===== config.mk =====
export PLATFORM = sky130hd
export DESIGN_NAME = mem_access_ctrl
export DESIGN_NICKNAME = d
export VERILOG_FILES = /design/src/rtl/mem_pkg.sv /design/src/rtl/load_align.sv /design/src/rtl/mem_access_ctrl.sv
export SDC_FILE = /design/constraint.sdc
export NUM_CORES = 1
export LEC_CHECK = 0
export BUFFER_PORTS_ARGS = -buffer_cell sky130_fd_sc_hd__buf_2
export CORE_ASPECT_RATIO = 0.8
export CORE_MARGIN = 4
export CORE_UTILIZATION = 39
export CTS_CLUSTER_SIZE = 25
export DETAILED_ROUTE_END_ITERATION = 12
export HOLD_SLACK_MARGIN = 0.02
export PLACE_DENSITY_LB_ADDON = 0.05
export SKIP_LAST_GASP = 1
export SLEW_MARGIN = 10
export SYNTH_ARGS = -nofsm -noshare
export SYNTH_HDL_FRONTEND = slang
export SYNTH_SLANG_ARGS = --single-unit

===== constraint.sdc =====
create_clock -name Clk -period 1.8 [get_ports Clk]
set_input_delay 0.54 -clock Clk [delete_from_list [all_inputs] [get_ports Clk]]
set_output_delay 0.54 -clock Clk [all_outputs]
set_load 0.02 [all_outputs]

===== src/rtl/mem_pkg.sv =====
// Shared definitions for the data-memory access sequencer: size encodings,
// sequencer states and the lane helpers used to build memory requests.
package mem_pkg;

  localparam logic [1:0] SZ_BYTE = 2'd1;
  localparam logic [1:0] SZ_HALF = 2'd2;
  // Any encoding other than SZ_BYTE/SZ_HALF is treated as a word.
  localparam logic [1:0] SZ_WORD = 2'd0;

  typedef enum logic [1:0] {
    StIdle,
    StBusy,
    StDone
  } state_e;

  // Byte enables for an access; loads always fetch the whole word.
  function automatic logic [3:0] byte_en(input logic       is_write,
                                         input logic [1:0] size,
                                         input logic [1:0] addr_lo);
    logic [3:0] be;
    if (!is_write) begin
      be = 4'b1111;
    end else begin
      case (size)
        SZ_BYTE: be = 4'b0001 << addr_lo;
        SZ_HALF: be = addr_lo[1] ? 4'b1100 : 4'b0011;
        default: be = 4'b1111;
      endcase
    end
    return be;
  endfunction

  // Replicate the store datum across every lane it may land in.
  function automatic logic [31:0] store_data(input logic [1:0]  size,
                                             input logic [31:0] wdata);
    logic [31:0] d;
    case (size)
      SZ_BYTE: d = {4{wdata[7:0]}};
      SZ_HALF: d = {2{wdata[15:0]}};
      default: d = wdata;
    endcase
    return d;
  endfunction

  function automatic logic misaligned(input logic [1:0] size, input logic [1:0] addr_lo);
    logic m;
    case (size)
      SZ_BYTE: m = 1'b0;
      SZ_HALF: m = addr_lo[0];
      default: m = (addr_lo != 2'b00);
    endcase
    return m;
  endfunction

endpackage


===== src/rtl/load_align.sv =====
// Extracts the addressed byte/half from a fetched word and sign- or
// zero-extends it; words pass through untouched.
module load_align
  import mem_pkg::*;
(
  input  logic [31:0] rdata,
  input  logic [1:0]  addr_lo,
  input  logic [1:0]  size,
  input  logic        sign_ext,
  output logic [31:0] data
);

  logic [7:0]  byte_v;
  logic [15:0] half_v;

  // Lane select and extension.
  always_comb begin
    byte_v = rdata[{addr_lo, 3'b000} +: 8];
    half_v = rdata[{addr_lo[1], 4'b0000} +: 16];
    case (size)
      SZ_BYTE: data = {{24{sign_ext & byte_v[7]}}, byte_v};
      SZ_HALF: data = {{16{sign_ext & half_v[15]}}, half_v};
      default: data = rdata;
    endcase
  end

endmodule


===== src/rtl/mem_access_ctrl.sv =====
// Sequencer between the MEM stage and a multi-cycle data memory using a
// req/ack handshake. Holds the pipeline until the memory acknowledges, aborts
// accesses that exceed TIMEOUT_CYCLES wait cycles (0 disables the watchdog).
// Optional build macro MEM_MISALIGN_TRAP_EN: misaligned half/word requests
// are refused with a one-cycle AlignErr pulse instead of being aligned down.
module mem_access_ctrl
  import mem_pkg::*;
#(
  parameter int unsigned TIMEOUT_CYCLES = 255,
  parameter int unsigned CNT_W          = 8
) (
  input  logic        Clk,
  input  logic        Rst,
  input  logic        MemRead,
  input  logic        MemWrite,
  input  logic [1:0]  Size,
  input  logic        SignExt,
  input  logic [31:0] Addr,
  input  logic [31:0] WrData,
  output logic [31:0] LoadData,
  output logic        Stall,
  output logic        BusErr,
`ifdef MEM_MISALIGN_TRAP_EN
  output logic        AlignErr,
`endif
  output logic        DMemReq,
  output logic        DMemWe,
  output logic [31:0] DMemAddr,
  output logic [3:0]  DMemBe,
  output logic [31:0] DMemWData,
  input  logic [31:0] DMemRData,
  input  logic        DMemAck
);

  localparam logic [CNT_W-1:0] CntLast = CNT_W'(TIMEOUT_CYCLES - 1);
  localparam logic [CNT_W-1:0] CntMax  = {CNT_W{1'b1}};

  state_e           state_q;
  logic [1:0]       size_q;
  logic [1:0]       addr_lo_q;
  logic             sext_q;
  logic [CNT_W-1:0] cnt_q;
  logic [31:0]      aligned;
  logic             req;
  logic             trap;
  logic             timeout_hit;

  assign req = MemRead | MemWrite;

`ifdef MEM_MISALIGN_TRAP_EN
  assign trap = misaligned(Size, Addr[1:0]);
`else
  assign trap = 1'b0;
`endif

  // cnt_q counts BUSY cycles already spent without an ack.
  assign timeout_hit = (TIMEOUT_CYCLES != 0) && (cnt_q == CntLast);

  // Combinational so the pipeline is held in the request cycle itself.
  assign Stall = req && (state_q != StDone);

  load_align u_load_align (
    .rdata    (DMemRData),
    .addr_lo  (addr_lo_q),
    .size     (size_q),
    .sign_ext (sext_q),
    .data     (aligned)
  );

  // Sequencer FSM with registered memory-side outputs and status pulses.
  always_ff @(posedge Clk or negedge Rst) begin
    if (!Rst) begin
      state_q   <= StIdle;
      size_q    <= SZ_WORD;
      addr_lo_q <= 2'b00;
      sext_q    <= 1'b0;
      cnt_q     <= '0;
      DMemReq   <= 1'b0;
      DMemWe    <= 1'b0;
      DMemAddr  <= 32'h0;
      DMemBe    <= 4'b0000;
      DMemWData <= 32'h0;
      LoadData  <= 32'h0;
      BusErr    <= 1'b0;
`ifdef MEM_MISALIGN_TRAP_EN
      AlignErr  <= 1'b0;
`endif
    end else begin
      unique case (state_q)
        StIdle: begin
          if (req) begin
            if (trap) begin
`ifdef MEM_MISALIGN_TRAP_EN
              AlignErr <= 1'b1;
`endif
              state_q <= StDone;
            end else begin
              // A simultaneous read+write is performed as a write.
              DMemReq   <= 1'b1;
              DMemWe    <= MemWrite;
              DMemAddr  <= {Addr[31:2], 2'b00};
              DMemBe    <= byte_en(MemWrite, Size, Addr[1:0]);
              DMemWData <= store_data(Size, WrData);
              size_q    <= Size;
              addr_lo_q <= Addr[1:0];
              sext_q    <= SignExt;
              cnt_q     <= '0;
              state_q   <= StBusy;
            end
          end
        end
        StBusy: begin
          if (DMemAck) begin
            DMemReq <= 1'b0;
            if (!DMemWe) begin
              LoadData <= aligned;
            end
            state_q <= StDone;
          end else if (timeout_hit) begin
            DMemReq  <= 1'b0;
            BusErr   <= 1'b1;
            LoadData <= 32'h0;
            state_q  <= StDone;
          end else if (cnt_q != CntMax) begin
            cnt_q <= cnt_q + 1'b1;
          end
        end
        StDone: begin
          BusErr <= 1'b0;
`ifdef MEM_MISALIGN_TRAP_EN
          AlignErr <= 1'b0;
`endif
          state_q <= StIdle;
        end
        default: state_q <= StIdle;
      endcase
    end
  end

endmodule


==> out/summary.txt <==
====================================================================================
Reported max-cap violation count                                                   0
Nets                                                                             922
Leakage power                                                                3.91 nW
Critical path, cell by cell                                             buf_6 -> nand2b_4 -> nor2b_2 -> buf_6
Unrepaired setup endpoints after global routing                                  yes
Effective utilization at floorplan                                             39.8%
Share of flip-flops with an asynchronous set or reset after synthesis           100%
Post-synth top area share                                                      53.8%
Worst path most repeated cell                                           sky130_fd_sc_hd__buf_6
Vert. Die Dim                                                                 113 um
Top cells by area, synth                                                sky130_fd_sc_hd__dfrtp_1 54%, sky130_fd_sc_hd__nand2_1 11%, sky130_fd_sc_hd__nor2_1 4.3%
Cell Area, Synth                                                         0.00540 mm2
Total area of multi-input combinational cells                            0.00239 mm2
List of most frequent post-synthesis cells                              159 x sky130_fd_sc_hd__nand2_1, 116 x sky130_fd_sc_hd__dfrtp_1, 62 x sky130_fd_sc_hd__nor2_1
Violated checks                                                         setup timing
Clk slew on worst S/H paths                                                  0.05 ns
Routed wire length per instance                                              16.6 um
Number of instances in the synthesized netlist                                   577
Residual DRC                                                                       0
Result of the run                                                       finished, violations left
Library cell used as clock root buffer                                  sky130_fd_sc_hd__clkbuf_16
Count leader, synth                                                     sky130_fd_sc_hd__nand2_1
Pre-CTS worst setup slack                                                  -0.277 ns
Sinks on the clock net                                                           116
Residual overflow from global routing                                              0
Start-to-end type of the worst setup path                                 reg -> out
Detailed-route via count                                                        5021
PD cells                                                                 1920 mW/mm2
Highest net fanout along the worst path                                            2
Signal arrival time at the worst endpoint                                    1.33 ns
Clock tree from TritonCTS                                                       done
Number of slew-limit violations in the final report                                0
Ratio of final minimum period to clock period                                   104%
Deepest clock path buffer count                                                    2
Total of flip-flops plus latches after synthesis                                 116
Post-synth top flop                                                     sky130_fd_sc_hd__dfrtp_1
Global-route wire length before repair                                      26900 um
Antenna violations before repair                                                   2
Hold_ws                                                                    0.0344 ns
Hold/Removal Path Class                                                  in -> async
Area of the die                                                           0.0158 mm2
Post-detailed-route via-to-cell ratio                                           5.00
Aggregate routed wire length                                                16700 um
Pin count of the biggest net entering global routing                              43
DP Wirelength                                                               12500 um
Smallest setup slack after layout                                         -0.0666 ns
H-tree depth reported by CTS                                                       4
Portion of the post-synthesis area used by sequential elements                 53.8%
Peak supply drop                                                          0.000982 V
Number of unique standard cell types used by synthesis                            56
Fraction of layout cells with a size suffix above 1                            38.3%
Number of fillers in the final layout                                           1267
Clock latency on the worst-skew pair                                         0.41 ns
Number of global-route vias before repair                                       5191
Setup violation total in the final timing report                                   2
Flip-flop and latch area                                                 0.00290 mm2
Critical Path Sink Type                                                 primary output
DRC violation total after the first TritonRoute iteration                        307
Port buffer count                                                                205
Number of synthesized flops with an enable pin                                     0
Number of warnings printed during yosys synthesis                                  0
Kind of start point of the critical path                                        flop
Number of hold-slack violations in the final timing report                         0
Overall power after layout                                                   14.7 mW
Standard-cell rows                                                                38
Horiz. Die Dim                                                                140 um
Dominant delay contributor by cell family on the critical path            flip-flops
Drt pass-1 iters                                                                   5
Global router's overall resource usage                                         21.2%
Dominant cell type by area after synthesis                              sky130_fd_sc_hd__dfrtp_1
Number of buffers inserted during clock tree synthesis                            17
Clock skew after layout                                                    0.0101 ns
Synthesis-to-layout area growth                                                41.7%
Gpl congestion                                                                 0.864
Min Clock Period, post-route                                                 1.87 ns
I/O Pins                                                                         208
Residual antenna-violating net count after detailed routing                        0
CP bufs+invs                                                                       2
Utilization after layout                                                       56.5%
Post-Synthesis Mean Instance Area                                           9.36 um2
Slowest cell on crit path                                               sky130_fd_sc_hd__dfrtp_1
Largest stage delay on the critical path                                     0.38 ns
Cts hold-fix bufs                                                                  0
Required time of the critical path                                           1.26 ns
F_max                                                                      0.536 GHz
Core area                                                                 0.0136 mm2
====================================================================================
-- per-stage QoR --
step,TNS [ns],std cells,area [um2]
floorplan,0,578,5410
global placement,-1.43,967,6940
detailed placement,-2.60,967,6940
CTS,-0.191,1000,7550
global route,-0.180,1004,7650
finish,-0.0823,1004,7650
-- kinds of logic (layout without fill, tap and decap cells) --
group	Yosys count	in the layout	synth area share [%]
AND/OR/NAND/NOR	268	268	21.2
AO/OA/AOI/OAI	122	122	16.9
flip-flops	116	116	53.8
buffers and inverters	52	297	4.01
multiplexers	11	11	2.48
adder cells (fa/ha/maj)	6	6	1.39
other	1	3	0.0695
XOR/XNOR	1	1	0.162
-- flip-flops by register name, indices dropped and copies added (netlist names) --
register	cells
DMemWe	1
addr_lo_q	2
DMemBe	4
DMemAddr	30
DMemWData	32
size_q	2
DMemReq	1
BusErr	1
sext_q	1
cnt_q	8
state_q	2
LoadData	32
-- worst register-to-register path: cells and delay by family, from the launching register on --
family | cells | cell delay [ns]
AND/OR/NAND/NOR | 3 | 1.11
flip-flops | 1 | 0.38
buffers and inverters | 1 | 0.15
AO/OA/AOI/OAI | 1 | 0.12
-- cells in the final DEF, fill, tap and decap left out, types with 9 or more instances in the layout --
| cell type | count |
|---|---|
| sky130_fd_sc_hd__a32o_1 | 15 |
| sky130_fd_sc_hd__a21oi_1 | 34 |
| sky130_fd_sc_hd__inv_1 | 13 |
| sky130_fd_sc_hd__dfrtp_1 | 115 |
| sky130_fd_sc_hd__nand2_1 | 159 |
| sky130_fd_sc_hd__clkbuf_16 | 17 |
| sky130_fd_sc_hd__o2bb2ai_1 | 16 |
| sky130_fd_sc_hd__nor2_1 | 61 |
| sky130_fd_sc_hd__nand2b_1 | 10 |
| sky130_fd_sc_hd__buf_4 | 40 |
| sky130_fd_sc_hd__mux2_2 | 9 |
| sky130_fd_sc_hd__buf_2 | 203 |
| sky130_fd_sc_hd__and2_1 | 10 |
| sky130_fd_sc_hd__o21ai_0 | 9 |
-- per-layer routing --
metal | vias to the layer above | track usage, % | wire length (um)
li1 | 2452 | - | -
met1 | 2414 | 29.6 | 7750
met2 | 140 | 31.2 | 7490
met3 | 13 | 8.75 | 1350
met4 | 2 | 4.78 | 95
met5 | - | 0 | 12
-- power by group --
part,internal [mW],leakage (nW),switching (mW)
clock,2.09,0.271,1.17
combinational,2.73,2.21,4.29
sequential,3.75,1.43,0.648
-- worst paths after layout --
path	from	endpoint	slack, ns	cells after the start
worst min register to register	DMemAddr[11]	DMemAddr[11]	0.47	2
worst min-delay path	Rst	DMemWData[3]	0.03	1
worst max-delay path	state_q[0]	Stall	-0.07	4
min in group Clk	Addr[19]	DMemAddr[19]	0.32	3
max in group asynchronous	Rst	LoadData[10]	1.22	2
worst max register to register	state_q[1]	cnt_q[3]	-0.02	5
-- what timing repair did --
action                     4_1_cts  5_1_grt
hold endpoints to repair         0        0
setup endpoints to repair        5       40
setup buffers                    3        3
pin swaps                        0        6
gates resized for setup          4       17
-- final cells by class --
type                    count  area share [%]
diodes                      1          0.0327
inverters                  13           0.638
clock inverters             9            1.39
flip-flops and latches    116            38.0
multi-input cells         410            31.3
well taps                 180            2.94
clock buffers              21            6.02
repair buffers            254            19.7
(Power assumes the default switching activity.)
